## src/rtl/axi_lite_pkg.sv

```systemverilog
// Shared AXI4-Lite types: default widths, payload typedefs,
// response codes and the master FSM state encoding.
package axi_lite_pkg;

    localparam int AXI_DW = 32;
    localparam int AXI_AW = 10;

    typedef logic [AXI_DW-1:0]   axi_data_t;
    typedef logic [AXI_AW-1:0]   axi_addr_t;
    typedef logic [AXI_DW/8-1:0] axi_strb_t;
    typedef logic [1:0]          axi_resp_t;

    localparam axi_resp_t RESP_OKAY   = 2'b00;
    localparam axi_resp_t RESP_EXOKAY = 2'b01;
    localparam axi_resp_t RESP_SLVERR = 2'b10;
    localparam axi_resp_t RESP_DECERR = 2'b11;

    typedef enum logic [2:0] {
        IDLE,
        WR_REQ,
        WR_RESP,
        RD_REQ,
        RD_DATA,
        RSP
    } state_t;

endpackage

```

## src/rtl/m00_axi_lite_master_if.sv

```systemverilog
// AXI4-Lite bus bundle (AW, W, B, AR, R channels).
// master modport drives AW/W/AR payload+VALID and B/R READY.
interface m00_axi_lite_master_if
    import axi_lite_pkg::*;
#(
    parameter int AXI_DATA_WIDTH = 32,
    parameter int AXI_ADDR_WIDTH = 10
);
    logic [AXI_ADDR_WIDTH-1:0]   AXI_AWADDR;
    logic                        AXI_AWVALID;
    logic                        AXI_AWREADY;
    logic [AXI_DATA_WIDTH-1:0]   AXI_WDATA;
    logic [AXI_DATA_WIDTH/8-1:0] AXI_WSTRB;
    logic                        AXI_WVALID;
    logic                        AXI_WREADY;
    axi_resp_t                   AXI_BRESP;
    logic                        AXI_BVALID;
    logic                        AXI_BREADY;
    logic [AXI_ADDR_WIDTH-1:0]   AXI_ARADDR;
    logic                        AXI_ARVALID;
    logic                        AXI_ARREADY;
    logic [AXI_DATA_WIDTH-1:0]   AXI_RDATA;
    axi_resp_t                   AXI_RRESP;
    logic                        AXI_RVALID;
    logic                        AXI_RREADY;

    modport master (
        output AXI_AWADDR, AXI_AWVALID,
        input  AXI_AWREADY,
        output AXI_WDATA, AXI_WSTRB, AXI_WVALID,
        input  AXI_WREADY,
        input  AXI_BRESP, AXI_BVALID,
        output AXI_BREADY,
        output AXI_ARADDR, AXI_ARVALID,
        input  AXI_ARREADY,
        input  AXI_RDATA, AXI_RRESP, AXI_RVALID,
        output AXI_RREADY
    );

    modport slave (
        input  AXI_AWADDR, AXI_AWVALID,
        output AXI_AWREADY,
        input  AXI_WDATA, AXI_WSTRB, AXI_WVALID,
        output AXI_WREADY,
        output AXI_BRESP, AXI_BVALID,
        input  AXI_BREADY,
        input  AXI_ARADDR, AXI_ARVALID,
        output AXI_ARREADY,
        output AXI_RDATA, AXI_RRESP, AXI_RVALID,
        input  AXI_RREADY
    );

endinterface

```

## src/rtl/m00_axi_lite_master.sv

```systemverilog
// AXI4-Lite master: one single-beat read/write in flight at a time.
// Ports: AXI_ACLK/AXI_ARESET (sync, active-high), cmd_* request in,
// rsp_* result out (valid/ready), m_axi AXI4-Lite master bus.
module m00_axi_lite_master
    import axi_lite_pkg::*;
#(
    parameter int AXI_DATA_WIDTH = 32,
    parameter int AXI_ADDR_WIDTH = 10
) (
    input  logic                        AXI_ACLK,
    input  logic                        AXI_ARESET,
    input  logic                        cmd_valid,
    output logic                        cmd_ready,
    input  logic                        cmd_write,
    input  logic [AXI_ADDR_WIDTH-1:0]   cmd_addr,
    input  logic [AXI_DATA_WIDTH-1:0]   cmd_wdata,
    input  logic [AXI_DATA_WIDTH/8-1:0] cmd_wstrb,
    output logic                        rsp_valid,
    input  logic                        rsp_ready,
    output logic                        rsp_write,
    output logic [AXI_DATA_WIDTH-1:0]   rsp_rdata,
    output axi_resp_t                   rsp_resp,
    m00_axi_lite_master_if.master       m_axi
);

    localparam int SW = AXI_DATA_WIDTH / 8;

    state_t state_q, state_d;

    logic [AXI_ADDR_WIDTH-1:0] awaddr_q, awaddr_d;
    logic [AXI_ADDR_WIDTH-1:0] araddr_q, araddr_d;
    logic [AXI_DATA_WIDTH-1:0] wdata_q, wdata_d;
    logic [AXI_DATA_WIDTH-1:0] rdata_q, rdata_d;
    logic [SW-1:0]             wstrb_q, wstrb_d;
    axi_resp_t                 resp_q, resp_d;

    logic awvalid_q, awvalid_d;
    logic wvalid_q, wvalid_d;
    logic bready_q, bready_d;
    logic arvalid_q, arvalid_d;
    logic rready_q, rready_d;
    logic aw_done_q, aw_done_d;
    logic w_done_q, w_done_d;
    logic cready_q, cready_d;
    logic rvalid_q, rvalid_d;
    logic rwrite_q, rwrite_d;

    always_comb begin
        state_d   = state_q;
        awaddr_d  = awaddr_q;
        araddr_d  = araddr_q;
        wdata_d   = wdata_q;
        wstrb_d   = wstrb_q;
        rdata_d   = rdata_q;
        resp_d    = resp_q;
        awvalid_d = awvalid_q;
        wvalid_d  = wvalid_q;
        bready_d  = bready_q;
        arvalid_d = arvalid_q;
        rready_d  = rready_q;
        aw_done_d = aw_done_q;
        w_done_d  = w_done_q;
        rvalid_d  = rvalid_q;
        rwrite_d  = rwrite_q;

        unique case (state_q)
            IDLE: begin
                if (cmd_valid && cready_q) begin
                    if (cmd_write) begin
                        state_d   = WR_REQ;
                        awaddr_d  = cmd_addr;
                        wdata_d   = cmd_wdata;
                        wstrb_d   = cmd_wstrb;
                        awvalid_d = 1'b1;
                        wvalid_d  = 1'b1;
                        aw_done_d = 1'b0;
                        w_done_d  = 1'b0;
                    end else begin
                        state_d   = RD_REQ;
                        araddr_d  = cmd_addr;
                        arvalid_d = 1'b1;
                    end
                end
            end
            WR_REQ: begin
                // AW and W retire independently; leave once both have.
                if (awvalid_q && m_axi.AXI_AWREADY) begin
                    awvalid_d = 1'b0;
                    aw_done_d = 1'b1;
                end
                if (wvalid_q && m_axi.AXI_WREADY) begin
                    wvalid_d = 1'b0;
                    w_done_d = 1'b1;
                end
                if (aw_done_d && w_done_d) begin
                    state_d  = WR_RESP;
                    bready_d = 1'b1;
                end
            end
            WR_RESP: begin
                if (bready_q && m_axi.AXI_BVALID) begin
                    resp_d   = m_axi.AXI_BRESP;
                    rdata_d  = '0;
                    rwrite_d = 1'b1;
                    bready_d = 1'b0;
                    rvalid_d = 1'b1;
                    state_d  = RSP;
                end
            end
            RD_REQ: begin
                if (arvalid_q && m_axi.AXI_ARREADY) begin
                    arvalid_d = 1'b0;
                    rready_d  = 1'b1;
                    state_d   = RD_DATA;
                end
            end
            RD_DATA: begin
                if (rready_q && m_axi.AXI_RVALID) begin
                    rdata_d  = m_axi.AXI_RDATA;
                    resp_d   = m_axi.AXI_RRESP;
                    rwrite_d = 1'b0;
                    rready_d = 1'b0;
                    rvalid_d = 1'b1;
                    state_d  = RSP;
                end
            end
            RSP: begin
                if (rvalid_q && rsp_ready) begin
                    rvalid_d = 1'b0;
                    state_d  = IDLE;
                end
            end
            default: state_d = IDLE;
        endcase

        // Registered so it is low for one cycle after reset release.
        cready_d = (state_d == IDLE);
    end

    always_ff @(posedge AXI_ACLK) begin
        if (AXI_ARESET) begin
            state_q   <= IDLE;
            awaddr_q  <= '0;
            araddr_q  <= '0;
            wdata_q   <= '0;
            wstrb_q   <= '0;
            rdata_q   <= '0;
            resp_q    <= RESP_OKAY;
            awvalid_q <= 1'b0;
            wvalid_q  <= 1'b0;
            bready_q  <= 1'b0;
            arvalid_q <= 1'b0;
            rready_q  <= 1'b0;
            aw_done_q <= 1'b0;
            w_done_q  <= 1'b0;
            cready_q  <= 1'b0;
            rvalid_q  <= 1'b0;
            rwrite_q  <= 1'b0;
        end else begin
            state_q   <= state_d;
            awaddr_q  <= awaddr_d;
            araddr_q  <= araddr_d;
            wdata_q   <= wdata_d;
            wstrb_q   <= wstrb_d;
            rdata_q   <= rdata_d;
            resp_q    <= resp_d;
            awvalid_q <= awvalid_d;
            wvalid_q  <= wvalid_d;
            bready_q  <= bready_d;
            arvalid_q <= arvalid_d;
            rready_q  <= rready_d;
            aw_done_q <= aw_done_d;
            w_done_q  <= w_done_d;
            cready_q  <= cready_d;
            rvalid_q  <= rvalid_d;
            rwrite_q  <= rwrite_d;
        end
    end

    assign cmd_ready = cready_q;
    assign rsp_valid = rvalid_q;
    assign rsp_write = rwrite_q;
    assign rsp_rdata = rdata_q;
    assign rsp_resp  = resp_q;

    assign m_axi.AXI_AWADDR  = awaddr_q;
    assign m_axi.AXI_AWVALID = awvalid_q;
    assign m_axi.AXI_WDATA   = wdata_q;
    assign m_axi.AXI_WSTRB   = wstrb_q;
    assign m_axi.AXI_WVALID  = wvalid_q;
    assign m_axi.AXI_BREADY  = bready_q;
    assign m_axi.AXI_ARADDR  = araddr_q;
    assign m_axi.AXI_ARVALID = arvalid_q;
    assign m_axi.AXI_RREADY  = rready_q;

endmodule
```

## src/flat_wrapper.sv

```systemverilog
// flat-port wrapper written by rule: the top's interface ports become plain ports
module m00_axi_lite_master_flat import axi_lite_pkg::*;
#(
    parameter int AXI_DATA_WIDTH = 32,
    parameter int AXI_ADDR_WIDTH = 10
)
  (AXI_ACLK, AXI_ARESET, cmd_valid, cmd_ready, cmd_write, cmd_addr, cmd_wdata, cmd_wstrb, rsp_valid, rsp_ready, rsp_write, rsp_rdata, rsp_resp, m_axi_AXI_AWADDR, m_axi_AXI_AWVALID, m_axi_AXI_AWREADY, m_axi_AXI_WDATA, m_axi_AXI_WSTRB, m_axi_AXI_WVALID, m_axi_AXI_WREADY, m_axi_AXI_BRESP, m_axi_AXI_BVALID, m_axi_AXI_BREADY, m_axi_AXI_ARADDR, m_axi_AXI_ARVALID, m_axi_AXI_ARREADY, m_axi_AXI_RDATA, m_axi_AXI_RRESP, m_axi_AXI_RVALID, m_axi_AXI_RREADY);
  m00_axi_lite_master_if #(.AXI_DATA_WIDTH(AXI_DATA_WIDTH), .AXI_ADDR_WIDTH(AXI_ADDR_WIDTH)) m_axi_i ();
  input  logic AXI_ACLK;
  input  logic AXI_ARESET;
  input  logic cmd_valid;
  output logic cmd_ready;
  input  logic cmd_write;
  input  logic [AXI_ADDR_WIDTH-1:0] cmd_addr;
  input  logic [AXI_DATA_WIDTH-1:0] cmd_wdata;
  input  logic [AXI_DATA_WIDTH/8-1:0] cmd_wstrb;
  output logic rsp_valid;
  input  logic rsp_ready;
  output logic rsp_write;
  output logic [AXI_DATA_WIDTH-1:0] rsp_rdata;
  output axi_resp_t rsp_resp;
  output wire logic [$bits(m_axi_i.AXI_AWADDR)-1:0] m_axi_AXI_AWADDR;
  output wire logic [$bits(m_axi_i.AXI_AWVALID)-1:0] m_axi_AXI_AWVALID;
  input wire logic [$bits(m_axi_i.AXI_AWREADY)-1:0] m_axi_AXI_AWREADY;
  output wire logic [$bits(m_axi_i.AXI_WDATA)-1:0] m_axi_AXI_WDATA;
  output wire logic [$bits(m_axi_i.AXI_WSTRB)-1:0] m_axi_AXI_WSTRB;
  output wire logic [$bits(m_axi_i.AXI_WVALID)-1:0] m_axi_AXI_WVALID;
  input wire logic [$bits(m_axi_i.AXI_WREADY)-1:0] m_axi_AXI_WREADY;
  input wire logic [$bits(m_axi_i.AXI_BRESP)-1:0] m_axi_AXI_BRESP;
  input wire logic [$bits(m_axi_i.AXI_BVALID)-1:0] m_axi_AXI_BVALID;
  output wire logic [$bits(m_axi_i.AXI_BREADY)-1:0] m_axi_AXI_BREADY;
  output wire logic [$bits(m_axi_i.AXI_ARADDR)-1:0] m_axi_AXI_ARADDR;
  output wire logic [$bits(m_axi_i.AXI_ARVALID)-1:0] m_axi_AXI_ARVALID;
  input wire logic [$bits(m_axi_i.AXI_ARREADY)-1:0] m_axi_AXI_ARREADY;
  input wire logic [$bits(m_axi_i.AXI_RDATA)-1:0] m_axi_AXI_RDATA;
  input wire logic [$bits(m_axi_i.AXI_RRESP)-1:0] m_axi_AXI_RRESP;
  input wire logic [$bits(m_axi_i.AXI_RVALID)-1:0] m_axi_AXI_RVALID;
  output wire logic [$bits(m_axi_i.AXI_RREADY)-1:0] m_axi_AXI_RREADY;
  assign m_axi_AXI_AWADDR = m_axi_i.AXI_AWADDR;
  assign m_axi_AXI_AWVALID = m_axi_i.AXI_AWVALID;
  assign m_axi_i.AXI_AWREADY = m_axi_AXI_AWREADY;
  assign m_axi_AXI_WDATA = m_axi_i.AXI_WDATA;
  assign m_axi_AXI_WSTRB = m_axi_i.AXI_WSTRB;
  assign m_axi_AXI_WVALID = m_axi_i.AXI_WVALID;
  assign m_axi_i.AXI_WREADY = m_axi_AXI_WREADY;
  assign m_axi_i.AXI_BRESP = m_axi_AXI_BRESP;
  assign m_axi_i.AXI_BVALID = m_axi_AXI_BVALID;
  assign m_axi_AXI_BREADY = m_axi_i.AXI_BREADY;
  assign m_axi_AXI_ARADDR = m_axi_i.AXI_ARADDR;
  assign m_axi_AXI_ARVALID = m_axi_i.AXI_ARVALID;
  assign m_axi_i.AXI_ARREADY = m_axi_AXI_ARREADY;
  assign m_axi_i.AXI_RDATA = m_axi_AXI_RDATA;
  assign m_axi_i.AXI_RRESP = m_axi_AXI_RRESP;
  assign m_axi_i.AXI_RVALID = m_axi_AXI_RVALID;
  assign m_axi_AXI_RREADY = m_axi_i.AXI_RREADY;
  m00_axi_lite_master #(.AXI_DATA_WIDTH(AXI_DATA_WIDTH), .AXI_ADDR_WIDTH(AXI_ADDR_WIDTH)) u_core (.AXI_ACLK(AXI_ACLK), .AXI_ARESET(AXI_ARESET), .cmd_valid(cmd_valid), .cmd_ready(cmd_ready), .cmd_write(cmd_write), .cmd_addr(cmd_addr), .cmd_wdata(cmd_wdata), .cmd_wstrb(cmd_wstrb), .rsp_valid(rsp_valid), .rsp_ready(rsp_ready), .rsp_write(rsp_write), .rsp_rdata(rsp_rdata), .rsp_resp(rsp_resp), .m_axi(m_axi_i));
endmodule
```

## config.mk

```make
export PLATFORM = sky130hd
export DESIGN_NAME = m00_axi_lite_master_flat
export DESIGN_NICKNAME = d
export VERILOG_FILES = /design/src/rtl/axi_lite_pkg.sv /design/src/rtl/m00_axi_lite_master_if.sv /design/src/rtl/m00_axi_lite_master.sv /design/src/flat_wrapper.sv
export SDC_FILE = /design/constraint.sdc
export NUM_CORES = 1
export LEC_CHECK = 0
export BUFFER_PORTS_ARGS = -buffer_cell sky130_fd_sc_hd__buf_2
export CORE_UTILIZATION = 45
export DETAILED_ROUTE_END_ITERATION = 8
export GPL_ROUTABILITY_DRIVEN = 0
export MAX_ROUTING_LAYER = met4
export PLACE_DENSITY = 0.8
export SLEW_MARGIN = 0
export SYNTH_ARGS = -nofsm -noshare
export SYNTH_HDL_FRONTEND = slang
export SYNTH_SLANG_ARGS = --single-unit
```

## constraint.sdc

```tcl
create_clock -name AXI_ACLK -period 1.9 [get_ports AXI_ACLK]
set_input_delay 0.19 -clock AXI_ACLK [delete_from_list [all_inputs] [get_ports AXI_ACLK]]
set_output_delay 0.19 -clock AXI_ACLK [all_outputs]
set_load 0.005 [all_outputs]
```

==> qor.yml, run 1 <==
drt:
  drc_errors: 0
  via_per_inst: 4.996
  ant_nets: 0
  firstDrtPassIters: 4
  vias: 3477
  drt_iter0_drc: 124
  wire_per_inst_um: 13.51
  routed_wl_mm: 9.405
global_route:
  groute.usage.overall_pct: 22.98
  met2_usage_pct: 40.60
  top_usage_layer: "met2"
  overflow: 0
  first_global_vias: 3392
  antenna_found_initial: 0
  grt_use_met3_pct: 5.887
  grt_use_met1_pct: 26.15
  grt_pass1_wl_mm: 15.31
  grt_max_degree: 51
worst_hold_path:
  min_path_type: "primary input to flip-flop"
floorplan:
  core-area_um2: 7767
  ioPinCount: 190
  fp.dieH_um: 91.77
  rows: 32
  dieArea_um2: 8421
  initial_core_util_pct: 46.68
  die_w_um: 91.77
place:
  dp_cells: 680
  dp_hpwl_mm: 6.909
  dpl-instance-area_um2: 4674
  dp_slack_ps: 6.047
  io_buffers: 189
final_layout:
  instances_no_fill: 696
  fillCellCount: 721
  final_common_cell: "buf_2"
  fin_area_um2: 4858
  final_cell_mix: "buf_2 (189), nand2_1 (119), dfxtp_1 (103), a21oi_1 (68), a22o_1 (32)"
  final_util_pct: 62.55
  area_delta_synth_final_pct: 33.99
  drive_gt1_share_pct: 38.05
  n_antenna_cell: 0
  final_nets: 681
yosys:
  synthXorXnorAreaFrac_pct: 0
  netlist_instances: 405
  ys_seq_area_share_pct: 56.87
  synth_compound_area_share_pct: 19.43
  synth_nets: 497
  synth_fa_ha_area_share_pct: 0
  synth_mux_area_share_pct: 0.5521
  synthSimpleGateAreaFrac_pct: 18.53
  synth_seq_cells: 103
  synth_warnings: 0
  synth_area_per_cell_um2: 8.953
  yosysUniqueCellTypes: 33
  synth_top_family_by_area: "compound AO/OA/AOI/OAI gates"
  synthesis.area_um2: 3626
cts:
  numClockSinks: 103
  clk_latency_ps: 360
  cts_setup_buffers: 0
  clockBufferDepth: 2
  path_clk_slew_ps: 110
  htree_levels: 3
  post_cts_resize_count: 1
  cts_tree: "yes"
  cts_hold_buffers: 0
  numCtsBuffers: 9
  cts_root_buf: "clkbuf_8"
critical_path:
  cp.required_ps: 2130
  cp_slowest_stage_delay_ps: 590
  crit_slowest_cell: "or4_4"
  cp_max_fo: 11
  cp.arrival_ps: 1870
  path_cells: "buf_4 -> or2_1 -> or4_4 -> nand2_1 -> a21oi_1"
  end_kind: "flip-flop"
  startpoint_type: "flip-flop"
  path_class: "flip-flop to flip-flop"
sta:
  worstMarginPinSlew_ps: 697.7
  fin_crit_ps: 1647
  setup_slack_ps: 253.2
  worst_hold_slack_ps: 36.06
  rsz0062_at_grt: "false"
  slew_headroom_pct: 53.38
  max_freq_mhz: 607.2
  hold_viol_final: 0
  setup_tns_ps: 0
  skew_ps: 13.00
  finalSetupViolCount: 0
  fin_crit_sh_pct: 86.67
  maxSlewViolCount: 0
flow_run:
  maxCapViolCount: 0
power_and_ir_drop:
  peakVddDrop_mv: 0.4194
  power_density_nw_per_um2: 804.7
  leakage_nw: 2.246
  power_mw: 3.909
status:
  status: "completed"
-- per-layer routing --
layer,share of wire (%),up-vias
li1,-,1754
met1,43,1600
met2,49,116
met3,6.7,7
met4,0.85,0
met5,0,-
-- cells in the mapped netlist --
master      n  area (µm²)
a211oi_1    2       15.01
nor3_1      4       20.02
a21oi_1    68       340.3
a211o_1     1       8.760
nand2_1   119       446.7
nor4_1      4       25.02
or2_1       1       6.260
a21oi_2     1       8.760
mux2i_1     2       20.02
nand2b_1    2       12.51
clkbuf_1   13       48.80
nand4_1     4       25.02
and3_1      1       6.260
and4_1      2       17.52
nor3_2      1       10.01
a31oi_1     2       12.51
dfxtp_1   103        2062
nand4b_1    2       17.52
buf_2      11       55.05
inv_1       3       11.26
a22o_1     32       280.3
buf_4       4       30.03
nor3b_1     1       7.510
nor2_2      1       6.260
or3_1       1       6.260
o21a_1      1       7.510
nand3_1     1       5.000
nand3b_1    2       15.01
or4_4       1       11.26
buf_6       2       22.52
a21oi_4     1       16.27
o21ai_0     3       15.01
nor2_1      9       33.78
-- flip-flops by register name (all words and copies together), names as in the netlist --
register                  flops
u_core.m_axi.AXI_WDATA       32
u_core.rsp_rdata             32
u_core.m_axi.AXI_ARADDR      10
u_core.m_axi.AXI_AWADDR      10
u_core.m_axi.AXI_WSTRB        4
u_core.state_q                3
u_core.rsp_resp               2
u_core.aw_done_q              1
u_core.cmd_ready              1
u_core.m_axi.AXI_ARVALID      1
u_core.m_axi.AXI_AWVALID      1
u_core.m_axi.AXI_BREADY       1
u_core.m_axi.AXI_RREADY       1
u_core.m_axi.AXI_WVALID       1
u_core.rsp_valid              1
u_core.rsp_write              1
u_core.w_done_q               1
-- critical path, delay by kind of cell, from the launching register on --
family,cells,cell delay [ps]
DFF,1,340
and+or+nand+nor,3,960
AOI/OAI and AO/OA,1,60
buffers and inverters,1,160
-- logic make-up (layout without fill, tap and decap cells) --
family	after synthesis	in the layout
DFF	103	103
muxes	2	2
and+or+nand+nor	156	156
AOI/OAI and AO/OA	111	111
buffers and inverters	33	222
-- layout make-up --
class                           instances  area, µm²  area share (%)
Multi-Input combinational cell        269       1415           29.13
Sequential cell                       103       2062           42.44
Inverter                                3      11.26          0.2318
Timing Repair Buffer                  203       1064           21.89
Clock buffer                            9      123.9           2.550
Clock inverter                          7      55.05           1.133
Tap cell                              102      127.6           2.627
-- report_power, final --
part	total (mW)	internal [mW]	leakage (nW)	switching, mW
Combinational	0.395	0.177	1.32	0.218
Sequential	2.25	2.22	0.832	0.0356
Clock	1.26	0.493	0.0919	0.768
-- worst paths after layout --
kind,start,end,slack [ps],cells past startpoint
min reg2reg,u_core.m_axi.AXI_AWADDR[7]$_SDFFE_PP0P_,u_core.m_axi.AXI_AWADDR[7]$_SDFFE_PP0P_,460,2
max reg2reg,u_core.state_q[2]$_SDFF_PP0_,u_core.m_axi.AXI_ARADDR[5]$_SDFFE_PP0P_,250,5
max,u_core.state_q[2]$_SDFF_PP0_,u_core.m_axi.AXI_ARADDR[5]$_SDFFE_PP0P_,250,5
min,m_axi_AXI_RDATA[12],u_core.rsp_rdata[12]$_SDFFE_PP0P_,40,2
No activity file was read; power rests on OpenSTA's default activity.
==> inputs of run 2 (changes only) <==
--- a/config.mk
+++ b/config.mk
@@ -6,11 +6,11 @@
 export NUM_CORES = 1
 export LEC_CHECK = 0
 export BUFFER_PORTS_ARGS = -buffer_cell sky130_fd_sc_hd__buf_2
-export CORE_UTILIZATION = 45
+export CORE_UTILIZATION = 40
 export DETAILED_ROUTE_END_ITERATION = 8
 export GPL_ROUTABILITY_DRIVEN = 0
 export MAX_ROUTING_LAYER = met4
-export PLACE_DENSITY = 0.8
+export PLACE_DENSITY = 0.75
 export SLEW_MARGIN = 0
 export SYNTH_ARGS = -nofsm -noshare
 export SYNTH_HDL_FRONTEND = slang
==> constraint.sdc (replaced) <==
create_clock -name AXI_ACLK -period 1.5 [get_ports AXI_ACLK]
set_input_delay 0.15 -clock AXI_ACLK [delete_from_list [all_inputs] [get_ports AXI_ACLK]]
set_output_delay 0.15 -clock AXI_ACLK [all_outputs]
set_load 0.005 [all_outputs]
==> run 2 against run 1 <==
Effect of this change: the run now ends with negative setup slack left; die area is 12% higher; clock-buffer cell count stayed put; hold slack worse by 24 ps; largest power group unchanged; register-to-register slack worse by 300 ps; global-route usage is 0.34 points lower; design area is 12% higher; critical path depth stayed put; non-clock buffer count is 42 higher; combinational power is 61% higher; critical endpoint unchanged; wire length is 14% higher.
==> qor.yml, run 2 (synthesis results as in run 1) <==
cts:
  cts_root_buf: "clkbuf_8"
  htree_levels: 3
  clockBufferDepth: 2
  numClockSinks: 103
  clk_latency_ps: 360
  cts_tree: "yes"
  path_clk_slew_ps: 110
  numCtsBuffers: 9
sta:
  worstMarginPinSlew_ps: 421.8
  worst_hold_slack_ps: 12.04
  rsz0062_at_grt: "true"
  setup_slack_ps: -50.62
  skew_ps: 15.53
  finalSetupViolCount: 11
  maxSlewViolCount: 0
  setup_tns_ps: -315.8
  slew_headroom_pct: 71.81
  fin_crit_sh_pct: 103.4
  max_freq_mhz: 644.9
  hold_viol_final: 0
  fin_crit_ps: 1551
global_route:
  antenna_found_initial: 0
  grt_max_degree: 37
  overflow: 0
  first_global_vias: 3587
  grt_pass1_wl_mm: 17.04
  groute.usage.overall_pct: 22.64
critical_path:
  cp.required_ps: 1730
  cp.arrival_ps: 1780
  path_class: "flip-flop to flip-flop"
  path_buf_inv: 1
  startpoint_type: "flip-flop"
  critical-path-top-delay-family: "simple AND/OR/NAND/NOR gates"
  path_cells: "buf_6 -> or2_4 -> or4_4 -> nand2_1 -> a21oi_1"
  cp_max_fo: 6
  end_kind: "flip-flop"
  crit_slowest_cell: "or4_4"
  cp_slowest_stage_delay_ps: 560
floorplan:
  core-area_um2: 8763
  die_w_um: 97.21
  rows: 34
  fp.dieH_um: 97.21
  dieArea_um2: 9450
  ioPinCount: 190
  initial_core_util_pct: 41.38
drt:
  ant_nets: 0
  via_per_inst: 5.001
  vias: 3736
  routed_wl_mm: 10.73
  drt_iter0_drc: 152
  firstDrtPassIters: 4
  drc_errors: 0
  wire_per_inst_um: 14.37
final_layout:
  n_antenna_cell: 0
  final_nets: 726
  area_delta_synth_final_pct: 50.00
  instances_no_fill: 747
  final_cell_mix: "buf_2 (189), nand2_1 (113), dfxtp_1 (100), a21oi_1 (65), a22o_1 (32)"
  fin_area_um2: 5439
  final_common_cell: "buf_2"
  drive_gt1_share_pct: 40.69
status:
  status: "complete, but fails checks"
  failed_checks: "negative setup slack"
place:
  dp_cells: 692
  io_buffers: 189
  dp_hpwl_mm: 6.961
  dpl-instance-area_um2: 4741
flow_run:
  maxCapViolCount: 0
power_and_ir_drop:
  leakage_nw: 2.488
  peakVddDrop_mv: 0.4221
  power_mw: 5.267
  power_density_nw_per_um2: 968.4
worst_hold_path:
  min_path_type: "primary input to flip-flop"
## run 2: changes by cell type in the layout (fill, tap and decap cells not counted), moves of 2 or more
cell           change
nand2_2            +6
inv_6              +2
buf_12             +4
nor2_4             +2
a21oi_2            +3
dlygate4sd3_1     +27
buf_4              +6
a21oi_1            -3
dfxtp_1            -3
nand2_1            -6
buf_6              +4
dfxtp_2            +3
## run 2: where the power goes
part | leakage [nW] | internal, mW | switching (mW)
clock | 0.105 | 0.791 | 0.982
sequential | 0.834 | 2.81 | 0.0472
combinational | 1.55 | 0.318 | 0.318
total | 2.49 | 3.92 | 1.35
## run 2: metal layers
metal,GRT usage [%],up-vias,part of all wire (%),wire (µm)
met5,-,-,0,0
met4,5.882,0,1.6,171
met3,5.036,16,6.3,672
met2,39.44,133,50,5361
met1,26.41,1739,42,4529
li1,-,1848,-,-
## run 2: timing repair
| item | in CTS | in global routing |
|---|---|---|
| buffers inserted | 5 | 3 |
| hold buffers | 25 | 2 |
| endpoints found under the hold margin | 25 | 2 |
| pin swaps | 23 | 16 |
| gates resized for setup | 15 | 17 |
| endpoints found under the setup margin | 93 | 95 |
| cloned | 2 | 2 |
## run 2: area by class of cell
class	count	area, µm²
timing repair buffer	245	1529
clock buffer	9	123.9
tap	108	135.1
multi-input combinational	272	1499
fill	786	3324
clock inverter	7	75.07
sequential	103	2066
inverter	3	11.26
## run 2: final timing paths
| check | start | endpoint | slack [ps] | depth (start not counted) |
|---|---|---|---|---|
| setup / recovery | u_core.state_q[2]$_SDFF_PP0_ | u_core.m_axi.AXI_ARADDR[5]$_SDFFE_PP0P_ | -50 | 5 |
| hold / removal | m_axi_AXI_RDATA[6] | u_core.rsp_rdata[6]$_SDFFE_PP0P_ | 10 | 2 |
| setup reg to reg | u_core.state_q[2]$_SDFF_PP0_ | u_core.m_axi.AXI_ARADDR[5]$_SDFFE_PP0P_ | -50 | 5 |
| hold reg to reg | u_core.m_axi.AXI_WSTRB[2]$_SDFFE_PP0P_ | u_core.m_axi.AXI_WSTRB[2]$_SDFFE_PP0P_ | 460 | 2 |
## run 2: stage by stage
| stage | utilization, % | worst slack, ps |
|---|---|---|
| 6_report | 62.06 | -50.62 |
| 5_1_grt | 62.06 | -101.0 |
| 4_1_cts | 60.35 | -83.12 |
| 3_5_place_dp | 54.10 | -434.3 |
| 3_3_place_gp | 54.10 | -304.7 |
| 2_1_floorplan | - | -21.79 |
## run 2: worst register-to-register path, cell delays in order, from the launching register on
cell	delay, ps
dfxtp_2	340
buf_6	120
or2_4	270
or4_4	560
nand2_1	90
a21oi_1	60
